**config.mk**
```make
export PLATFORM = sky130hd
export DESIGN_NAME = can_rx_filter_fifo
export DESIGN_NICKNAME = d
export VERILOG_FILES = /design/src/rtl/can_pkg.sv /design/src/rtl/can_sync_fifo.sv /design/src/rtl/can_rx_filter_fifo.sv
export SDC_FILE = /design/constraint.sdc
export NUM_CORES = 1
export LEC_CHECK = 0
export ABC_AREA = 1
export CAP_MARGIN = 40
export CORE_MARGIN = 2
export CORE_UTILIZATION = 60
export CTS_CLUSTER_SIZE = 20
export DETAILED_ROUTE_END_ITERATION = 10
export GPL_TIMING_DRIVEN = 0
export MAX_ROUTING_LAYER = met4
export PLACE_DENSITY = 0.8
export REMOVE_ABC_BUFFERS = 1
export SETUP_SLACK_MARGIN = 0.4
export SYNTH_ARGS = -nofsm -noshare
export SYNTH_HDL_FRONTEND = slang
export SYNTH_HIERARCHICAL = 1
export SYNTH_SLANG_ARGS = --single-unit
export TNS_END_PERCENT = 100
```
**constraint.sdc**
```tcl
create_clock -name clk -period 8.7 [get_ports clk]
set_clock_uncertainty 0.05 [all_clocks]
set_input_delay 1.74 -clock clk [delete_from_list [all_inputs] [get_ports clk]]
set_output_delay 1.74 -clock clk [all_outputs]
set_load 0.01 [all_outputs]
```
**src/rtl/can_pkg.sv**
```systemverilog
// rtl/can_pkg.sv - shared CAN field widths, frame type and ID match helper
//
// Purpose: common definitions for the CAN node (can_top, can_rx_filter_fifo).
// No ports.
package can_pkg;

  localparam int CAN_ID_W   = 11;
  localparam int CAN_DLC_W  = 4;
  localparam int CAN_DATA_W = 64;

  // Decoded frame as delivered by can_top; data byte 0 sits in bits [7:0].
  // The receive FIFO entry wraps this with the matching filter index and,
  // when enabled, the capture timestamp (widths depend on block parameters).
  typedef struct packed {
    logic [CAN_ID_W-1:0]   id;
    logic [CAN_DLC_W-1:0]  dlc;
    logic [CAN_DATA_W-1:0] data;
  } can_frame_t;

  // A mask bit of 1 means that ID bit must equal the filter ID bit.
  function automatic logic id_match(input logic [CAN_ID_W-1:0] id,
                                    input logic [CAN_ID_W-1:0] fid,
                                    input logic [CAN_ID_W-1:0] mask);
    return ((id ^ fid) & mask) == '0;
  endfunction

endpackage

```
**src/rtl/can_sync_fifo.sv**
```systemverilog
// rtl/can_sync_fifo.sv - show-ahead synchronous FIFO with occupancy count
//
// Purpose: single-clock FIFO; the head entry is visible on pop_data whenever
// empty=0. Pushes while full are ignored unless a pop happens in the same
// cycle, in which case both take effect.
// Ports:
//   clk, rst        clock, synchronous active-high reset
//   push, push_data write request and data
//   pop             consume head (ignored while empty)
//   pop_data        head entry
//   count           occupancy, 0..DEPTH
//   full, empty     status
module can_sync_fifo #(
  parameter int WIDTH = 8,
  parameter int DEPTH = 8
) (
  input  logic                     clk,
  input  logic                     rst,
  input  logic                     push,
  input  logic [WIDTH-1:0]         push_data,
  input  logic                     pop,
  output logic [WIDTH-1:0]         pop_data,
  output logic [$clog2(DEPTH):0]   count,
  output logic                     full,
  output logic                     empty
);

  localparam int AW = $clog2(DEPTH);

  logic [WIDTH-1:0] mem [DEPTH];
  logic [AW-1:0]    wr_ptr;
  logic [AW-1:0]    rd_ptr;
  logic             do_push;
  logic             do_pop;

  assign full    = (count == (AW+1)'(DEPTH));
  assign empty   = (count == '0);
  assign do_pop  = pop && !empty;
  // A pop frees the slot the push needs, so full does not block it then.
  assign do_push = push && (!full || do_pop);

  assign pop_data = mem[rd_ptr];

  always_ff @(posedge clk) begin
    if (do_push) begin
      mem[wr_ptr] <= push_data;
    end
  end

  always_ff @(posedge clk) begin
    if (rst) begin
      wr_ptr <= '0;
      rd_ptr <= '0;
      count  <= '0;
    end else begin
      if (do_push) begin
        wr_ptr <= wr_ptr + 1'b1;
      end
      if (do_pop) begin
        rd_ptr <= rd_ptr + 1'b1;
      end
      case ({do_push, do_pop})
        2'b10:   count <= count + 1'b1;
        2'b01:   count <= count - 1'b1;
        default: count <= count;
      endcase
    end
  end

endmodule

```
**src/rtl/can_rx_filter_fifo.sv**
```systemverilog
// rtl/can_rx_filter_fifo.sv - CAN receive acceptance filter and frame FIFO
//
// Purpose: matches each received frame against NUM_FILTERS ID/mask banks,
// registers accepted frames in stage S1 and queues them in a DEPTH-entry
// show-ahead FIFO drained with rd_valid/rd_ready.
// Optional feature macro: CAN_RX_TIMESTAMP_EN adds a free-running TS_WIDTH
// counter captured with each frame and presented on rd_ts.
// Ports:
//   clk, rst                          clock, synchronous active-high reset
//   rx_valid, rx_id, rx_dlc, rx_data  frame pulse from can_top
//   cfg_we, cfg_idx, cfg_id,
//   cfg_mask, cfg_en                  filter bank write
//   rd_valid, rd_ready                read handshake
//   rd_id, rd_dlc, rd_data, rd_filt   head frame (0 while rd_valid=0)
//   rd_ts                             head timestamp (macro only)
//   count, ovf, ovf_clr               occupancy, sticky overflow, clear
module can_rx_filter_fifo
  import can_pkg::*;
#(
  parameter int NUM_FILTERS = 4,
  parameter int DEPTH       = 8,
  parameter int TS_WIDTH    = 16,
  localparam int FILT_W     = (NUM_FILTERS > 1) ? $clog2(NUM_FILTERS) : 1
) (
  input  logic                    clk,
  input  logic                    rst,
  input  logic                    rx_valid,
  input  logic [CAN_ID_W-1:0]     rx_id,
  input  logic [CAN_DLC_W-1:0]    rx_dlc,
  input  logic [CAN_DATA_W-1:0]   rx_data,
  input  logic                    cfg_we,
  input  logic [FILT_W-1:0]       cfg_idx,
  input  logic [CAN_ID_W-1:0]     cfg_id,
  input  logic [CAN_ID_W-1:0]     cfg_mask,
  input  logic                    cfg_en,
  output logic                    rd_valid,
  input  logic                    rd_ready,
  output logic [CAN_ID_W-1:0]     rd_id,
  output logic [CAN_DLC_W-1:0]    rd_dlc,
  output logic [CAN_DATA_W-1:0]   rd_data,
  output logic [FILT_W-1:0]       rd_filt,
`ifdef CAN_RX_TIMESTAMP_EN
  output logic [TS_WIDTH-1:0]     rd_ts,
`endif
  output logic [$clog2(DEPTH):0]  count,
  output logic                    ovf,
  input  logic                    ovf_clr
);

  typedef struct packed {
    can_frame_t          frame;
    logic [FILT_W-1:0]   filt;
`ifdef CAN_RX_TIMESTAMP_EN
    logic [TS_WIDTH-1:0] ts;
`endif
  } rx_entry_t;

  // Filter banks
  logic [CAN_ID_W-1:0]    f_id   [NUM_FILTERS];
  logic [CAN_ID_W-1:0]    f_mask [NUM_FILTERS];
  logic [NUM_FILTERS-1:0] f_en;

  always_ff @(posedge clk) begin
    if (rst) begin
      for (int k = 0; k < NUM_FILTERS; k++) begin
        f_id[k]   <= '0;
        f_mask[k] <= '0;
      end
      f_en <= '0;
    end else if (cfg_we && (int'(cfg_idx) < NUM_FILTERS)) begin
      f_id[cfg_idx]   <= cfg_id;
      f_mask[cfg_idx] <= cfg_mask;
      f_en[cfg_idx]   <= cfg_en;
    end
  end

  // Match: scanning downward leaves the lowest matching index in hit_idx.
  logic              hit;
  logic [FILT_W-1:0] hit_idx;
  logic              accept;

  always_comb begin
    hit     = 1'b0;
    hit_idx = '0;
    for (int k = NUM_FILTERS - 1; k >= 0; k--) begin
      if (f_en[k] && id_match(rx_id, f_id[k], f_mask[k])) begin
        hit     = 1'b1;
        hit_idx = FILT_W'(k);
      end
    end
  end

  // With every bank disabled all frames pass; hit_idx is then 0.
  assign accept = (f_en == '0) || hit;

`ifdef CAN_RX_TIMESTAMP_EN
  logic [TS_WIDTH-1:0] ts_cnt;

  always_ff @(posedge clk) begin
    if (rst) begin
      ts_cnt <= '0;
    end else begin
      ts_cnt <= ts_cnt + 1'b1;
    end
  end
`endif

  // Stage S1: rejected frames never become valid here, so the FIFO push is
  // simply s1_valid.
  logic      s1_valid;
  rx_entry_t s1_entry;

  always_ff @(posedge clk) begin
    if (rst) begin
      s1_valid <= 1'b0;
      s1_entry <= '0;
    end else begin
      s1_valid <= rx_valid && accept;
      if (rx_valid) begin
        s1_entry.frame.id   <= rx_id;
        s1_entry.frame.dlc  <= rx_dlc;
        s1_entry.frame.data <= rx_data;
        s1_entry.filt       <= hit_idx;
`ifdef CAN_RX_TIMESTAMP_EN
        s1_entry.ts         <= ts_cnt;
`endif
      end
    end
  end

  // FIFO
  rx_entry_t head;
  logic      fifo_full;
  logic      fifo_empty;
  logic      pop;

  assign rd_valid = !fifo_empty;
  assign pop      = rd_valid && rd_ready;

  can_sync_fifo #(
    .WIDTH ($bits(rx_entry_t)),
    .DEPTH (DEPTH)
  ) u_fifo (
    .clk       (clk),
    .rst       (rst),
    .push      (s1_valid),
    .push_data (s1_entry),
    .pop       (pop),
    .pop_data  (head),
    .count     (count),
    .full      (fifo_full),
    .empty     (fifo_empty)
  );

  // Overflow only when the push is actually lost; set beats clear.
  always_ff @(posedge clk) begin
    if (rst) begin
      ovf <= 1'b0;
    end else if (s1_valid && fifo_full && !pop) begin
      ovf <= 1'b1;
    end else if (ovf_clr) begin
      ovf <= 1'b0;
    end
  end

  assign rd_id   = rd_valid ? head.frame.id   : '0;
  assign rd_dlc  = rd_valid ? head.frame.dlc  : '0;
  assign rd_data = rd_valid ? head.frame.data : '0;
  assign rd_filt = rd_valid ? head.filt       : '0;
`ifdef CAN_RX_TIMESTAMP_EN
  assign rd_ts   = rd_valid ? head.ts         : '0;
`endif

endmodule

```
; Word-level counts from Yosys, hierarchy flattened
; Memories as Yosys holds them, arrays and structs flattened. A register that Yosys moved wholly into a read port is not among the register bits.
; Cells that the tools add are included.
[classes]
div_mod_pow = 0
add_sub_neg = 4
mul = 0
magnitude_cmp = 2
n_reduce_logical = 26
n_mux = 33
eq_ne = 3
n_bitwise = 8
shift = 0
[ops]
columns = operator, count
row1 = $mux 64, 1
row2 = $and 11x11->11, 4
row3 = $logic_not 11->1, 4
row4 = $xor 11x11->11, 4
row5 = $mux 11, 3
row6 = $reduce_or 11->1, 2
row7 = $mux 1, 16
row8 = $mux 2, 7
row9 = $logic_and 1x1->1, 11
row10 = $logic_not 4->1, 2
row11 = $pmux 4 s2, 1
row12 = $add 3x1->3 const B, 2
row13 = $mux 3, 2
row14 = $add 4x1->4 const B, 1
row15 = $bwmux 4, 1
row16 = $eq 4x4->1 const B, 1
row17 = $mux 4, 1
row18 = $reduce_bool 2->1, 2
row19 = $sub 4x1->4 const B, 1
row20 = $logic_not 1->1, 3
row21 = $lt 2x3->1 const B, 1
row22 = $demux 1 s2, 1
row23 = $eq 2x1->1 const B, 1
row24 = $eq 2x2->1 const B, 1
row25 = 2 further kinds, 3
[word_totals]
word_cells = 89
input_bits = 110
n_memories = 3
rom_bits = 0
register_bits = 97
mem_bits_rw = 736
latch_bits = 0
[memory_table]
columns = memory, depth, word_bits, rd, rd_ports_with_merged_regs, wr, line
row1 = u_fifo.mem, 8, 81, 1, 1, 1, can_sync_fifo.sv:30  ; logic [WIDTH-1:0] mem [DEPTH];
row2 = f_id, 4, 11, 4, 0, 4, can_rx_filter_fifo.sv:59  ; logic [CAN_ID_W-1:0] f_id [NUM_FILTERS];
row3 = f_mask, 4, 11, 4, 0, 4, can_rx_filter_fifo.sv:60  ; logic [CAN_ID_W-1:0] f_mask [NUM_FILTERS];

; Longest topological paths before layout
[logic_depth]
word_depth = 10
depth_mapped = 14

; Hierarchy
; The synthesis kept the hierarchy.
[modules_own_cells]
columns = module, n_inst, cells_per_inst, seq_area_each_um2, area_each_um2
row1 = can_sync_fifo, 1, 1743, 19718.9, 25868.6
row2 = can_rx_filter_fifo, 1, 991, 4384.2, 7683.6

; Worst setup path before layout
; No wires, ideal clock.
[synth_timing]
kind = in2reg
start = in rd_ready
end = mem u_fifo/mem[0][0] in the netlist's numbering, enable pin
setup_slack_ps = 2419
t_required_ps = 8129
cell_stages = 8
n_path_buf = 0
setup_time_ps = 521
arrival_ps = 5710
path_cell_list = inv_1 > nor2_1 > inv_1 > nand4_1 > nand2_1 > inv_1 > nand2_1 > nor2_1
[synth_via]
elab_chain_len = 6
[synth_rtl]
columns = element, line
row1 = "start, declared", can_rx_filter_fifo.sv:37  ; input logic rd_ready,
row2 = $logic_and 1x1->1, can_rx_filter_fifo.sv:138  ; assign pop = rd_valid && rd_ready;
row3 = via pop, can_rx_filter_fifo.sv:135  ; logic pop;
row4 = $logic_and 1x1->1, can_sync_fifo.sv:38  ; assign do_pop = pop && !empty;
row5 = $logic_or 1x1->1, can_sync_fifo.sv:40  ; assign do_push = push && (!full || do_pop);
row6 = $logic_and 1x1->1, can_sync_fifo.sv:40
row7 = $mux 1, can_sync_fifo.sv:45  ; if (do_push) begin
row8 = $mux 1 (implied by the code), can_sync_fifo.sv:46  ; mem[wr_ptr] <= push_data;
row9 = "end, declared", can_sync_fifo.sv:30
; The timed path passes the listed nets, and every way through them passes these cells.

==> impl_results.md <==
* Total CTS buffers at 80
* Critical path data required time at 6910 ps
* Yosys warnings at 6
* Die Area at 57,830 um2
* Gr ovfl total at 0
* Via/cell ratio at a little under 6
* CTS Hold Bufs at 0
* Leakage at between 0.01 and 0.015 uW
* # DRC at 0
* CP Class: reg -> out
* Setup repair after global routing missed its margin: no
* Relative slew margins at 0.2321
* Post-CTS Resized at 0
* Setup Buffers After CTS at 0
* Setup crit end kind: output port
* CTS H-Tree Depth at 3
* Clock sink total at 836
* Detailed-route wire length per cell at 20.71 um
* Gr usage total at 0.2742
* Status: finished, final reports clean
* Slew @ Worst Pin at about 1200 ps
* Fin. Hold Viols at 0
* Worst vdd ir at roughly 0.18 mV
* Iteration-0 DRC Markers at 2,253
* Placed Cells at approximately 3.6k
* Post-synthesis cell type count at 32
* Chip width at about 240 um
* Final core utilization at 0.7122
* Startpoint types: register
* Syn Inst Count at around 2.7k
* Most frequent cells in the layout: edfxtp_1 (736), nor2_1 (484), nand2_1 (401)
* Layout cells sized above 1 at 0.06552
* Number of cell rows at 86
* Vias at 21.70k
* Nets@finish at slightly above 3k
* Worst-Skew Late Latency at between 600 and 700 ps
* Hold Crit Class: reg -> reg
* Die Ht at about 240 um
* Post-synthesis sequential area ratio at 0.7184
* Top-level I/O count at about 200
* Initial antenna violation count at 2
* Gpl congestion at between 0.8 and 0.9
* Tcrit/Tclk final at 0.6768
* Vias in the first global route at ~22k
* Pwr Density at 286.0 nW/um2
* Hpwl dp at approximately 44,000 um
* Final min period at roughly 5900 ps
* WP data arrival at about 4000 ps
* Syn Area/Cell at approximately 12 um2
* Most common cell after layout, fill and taps aside: edfxtp_1
* Root Buffer: clkbuf_16
* DR pass1 iterations at 6
* Core Footprint at 55,200 um2
* # setup viols final at 0
* Final std cells w/o fill at approximately 3.7k
* Final Cell Area at a little under 40,000 um2
* Max Buffers Root-to-Sink at 3
* Syn Std Cell Area at 33,550 um2
* Largest net degree at the start of global routing at around 160
* Post-route antenna net violation count at 0
* Reg clk slew, reported paths at ~60 ps
* Initial Util at 0.6078
* Max-slew violations at 0
* DP Area at between 30,000 and 40,000 um2
* Max Clock Freq at about 170 MHz
* Crit path max fanout at approximately 160
* First-pass GRT wire length at about 120,000 um
* IO Port Bufs at around 200
* Total Negative Setup Slacks at 0 ps
* Max-Cap Viols at 0
* Flops & latches, synth at 836
* TritonCTS clock tree: built
* Area Overhead vs Synth at 17.17%
* Fill cells at 3,425
* Total wire length after detailed routing at approximately 77,000 um
-- metal layers --
layer	wire, um	GRT usage
met5	0	-
met4	2226	0.1062
met3	6509	0.04168
met2	39080	0.4683
met1	29350	0.3302
-- power breakdown --
group          switching (uW)  leakage (uW)  total [uW]  internal (uW)
Combinational            1810       0.00510        3120           1310
Clock                    1460       0.00128        3430           1970
Sequential                171       0.00763        4690           4520
Total                    3450        0.0140       11200           7790
-- Yosys cell counts --
master	instances	area (um2)
buf_1	5	18.77
buf_12	13	260.3
o21ai_0	249	1246
inv_1	166	623.1
edfxtp_1	736	22100
or2_1	6	37.54
nand2_2	1	6.260
buf_4	9	67.56
xor2_1	2	17.52
o21ai_1	5	25.02
nor2_1	492	1847
o22ai_1	162	1013
fa_1	1	20.02
clkbuf_1	74	277.8
mux2i_1	162	1622
nand4_1	2	12.51
nand3_1	53	265.3
buf_8	5	75.07
nand2_1	401	1505
or2_0	2	12.51
o211ai_1	1	7.510
clkinv_4	1	8.760
clkbuf_4	1	7.510
buf_2	40	200.2
buf_6	3	33.78
o21a_1	1	7.510
a21oi_1	25	125.1
dfxtp_1	100	2002
ha_1	4	50.05
clkbuf_2	1	5.000
a21oi_2	2	17.52
inv_2	9	33.78
-- critical path: stages, from the launching register on --
cell	delay, ps
dfxtp_4	910
buf_16	350
clkinv_8	430
nor2_1	370
o22ai_1	150
nand2_1	100
nand2_1	60
inv_1	50
nor2_1	70
clkdlybuf4s50_1	510
-- sequential cells by signal, indices dropped and copies added (netlist names), 3 cells and up, named ones only --
name / flops
f_mask: 44
u_fifo/count: 4
u_fifo/rd_ptr: 3
u_fifo/mem: 648
f_en: 4
s1_entry: 81
f_id: 44
u_fifo/wr_ptr: 3
-- metrics by stage --
step / power, uW / hold slack (ps) / worst slack [ps]
finish: 11240 / 422.1 / 2812
global route: 11680 / 453.2 / 2721
CTS: 11260 / 421.5 / 2917
detailed placement: 7855 / 410.2 / 3631
global placement: 8186 / 396.5 / -11750
floorplan: 6734 / 383.1 / -5193
-- cells by family after synthesis --
| logic type | after synthesis | synth area share |
|---|---|---|
| xor gates and xnor gates | 2 | 0.0005222 |
| and+or+nand+nor | 957 | 0.1099 |
| buffers and inverters | 327 | 0.04803 |
| AOI/OAI and AO/OA | 445 | 0.07279 |
| DFF | 836 | 0.7184 |
| muxes | 162 | 0.04833 |
| adders and majority gates | 5 | 0.002088 |
-- area by class of cell --
type	instances	area (um2)	area share
clock inverters	45	401.6	0.01022
clock buffers	104	2225	0.05659
repair buffers	244	3050	0.07759
well taps	748	935.9	0.02381
multi-input cells	1571	7898	0.2009
inverters	176	683.2	0.01738
diodes	2	5.005	0.0001273
flip-flops and latches	836	24110	0.6134
-- worst paths after layout --
kind	endpoint	slack, ps	cells after the start	from
worst max-delay path	rd_data[41]	2810	9	register
worst min-delay path	ovf	420	2	ovf
worst max register to register	u_fifo/mem[0][58]	5000	13	u_fifo/count[0]
worst min register to register	ovf	420	2	ovf
(Power assumes the default switching activity.)
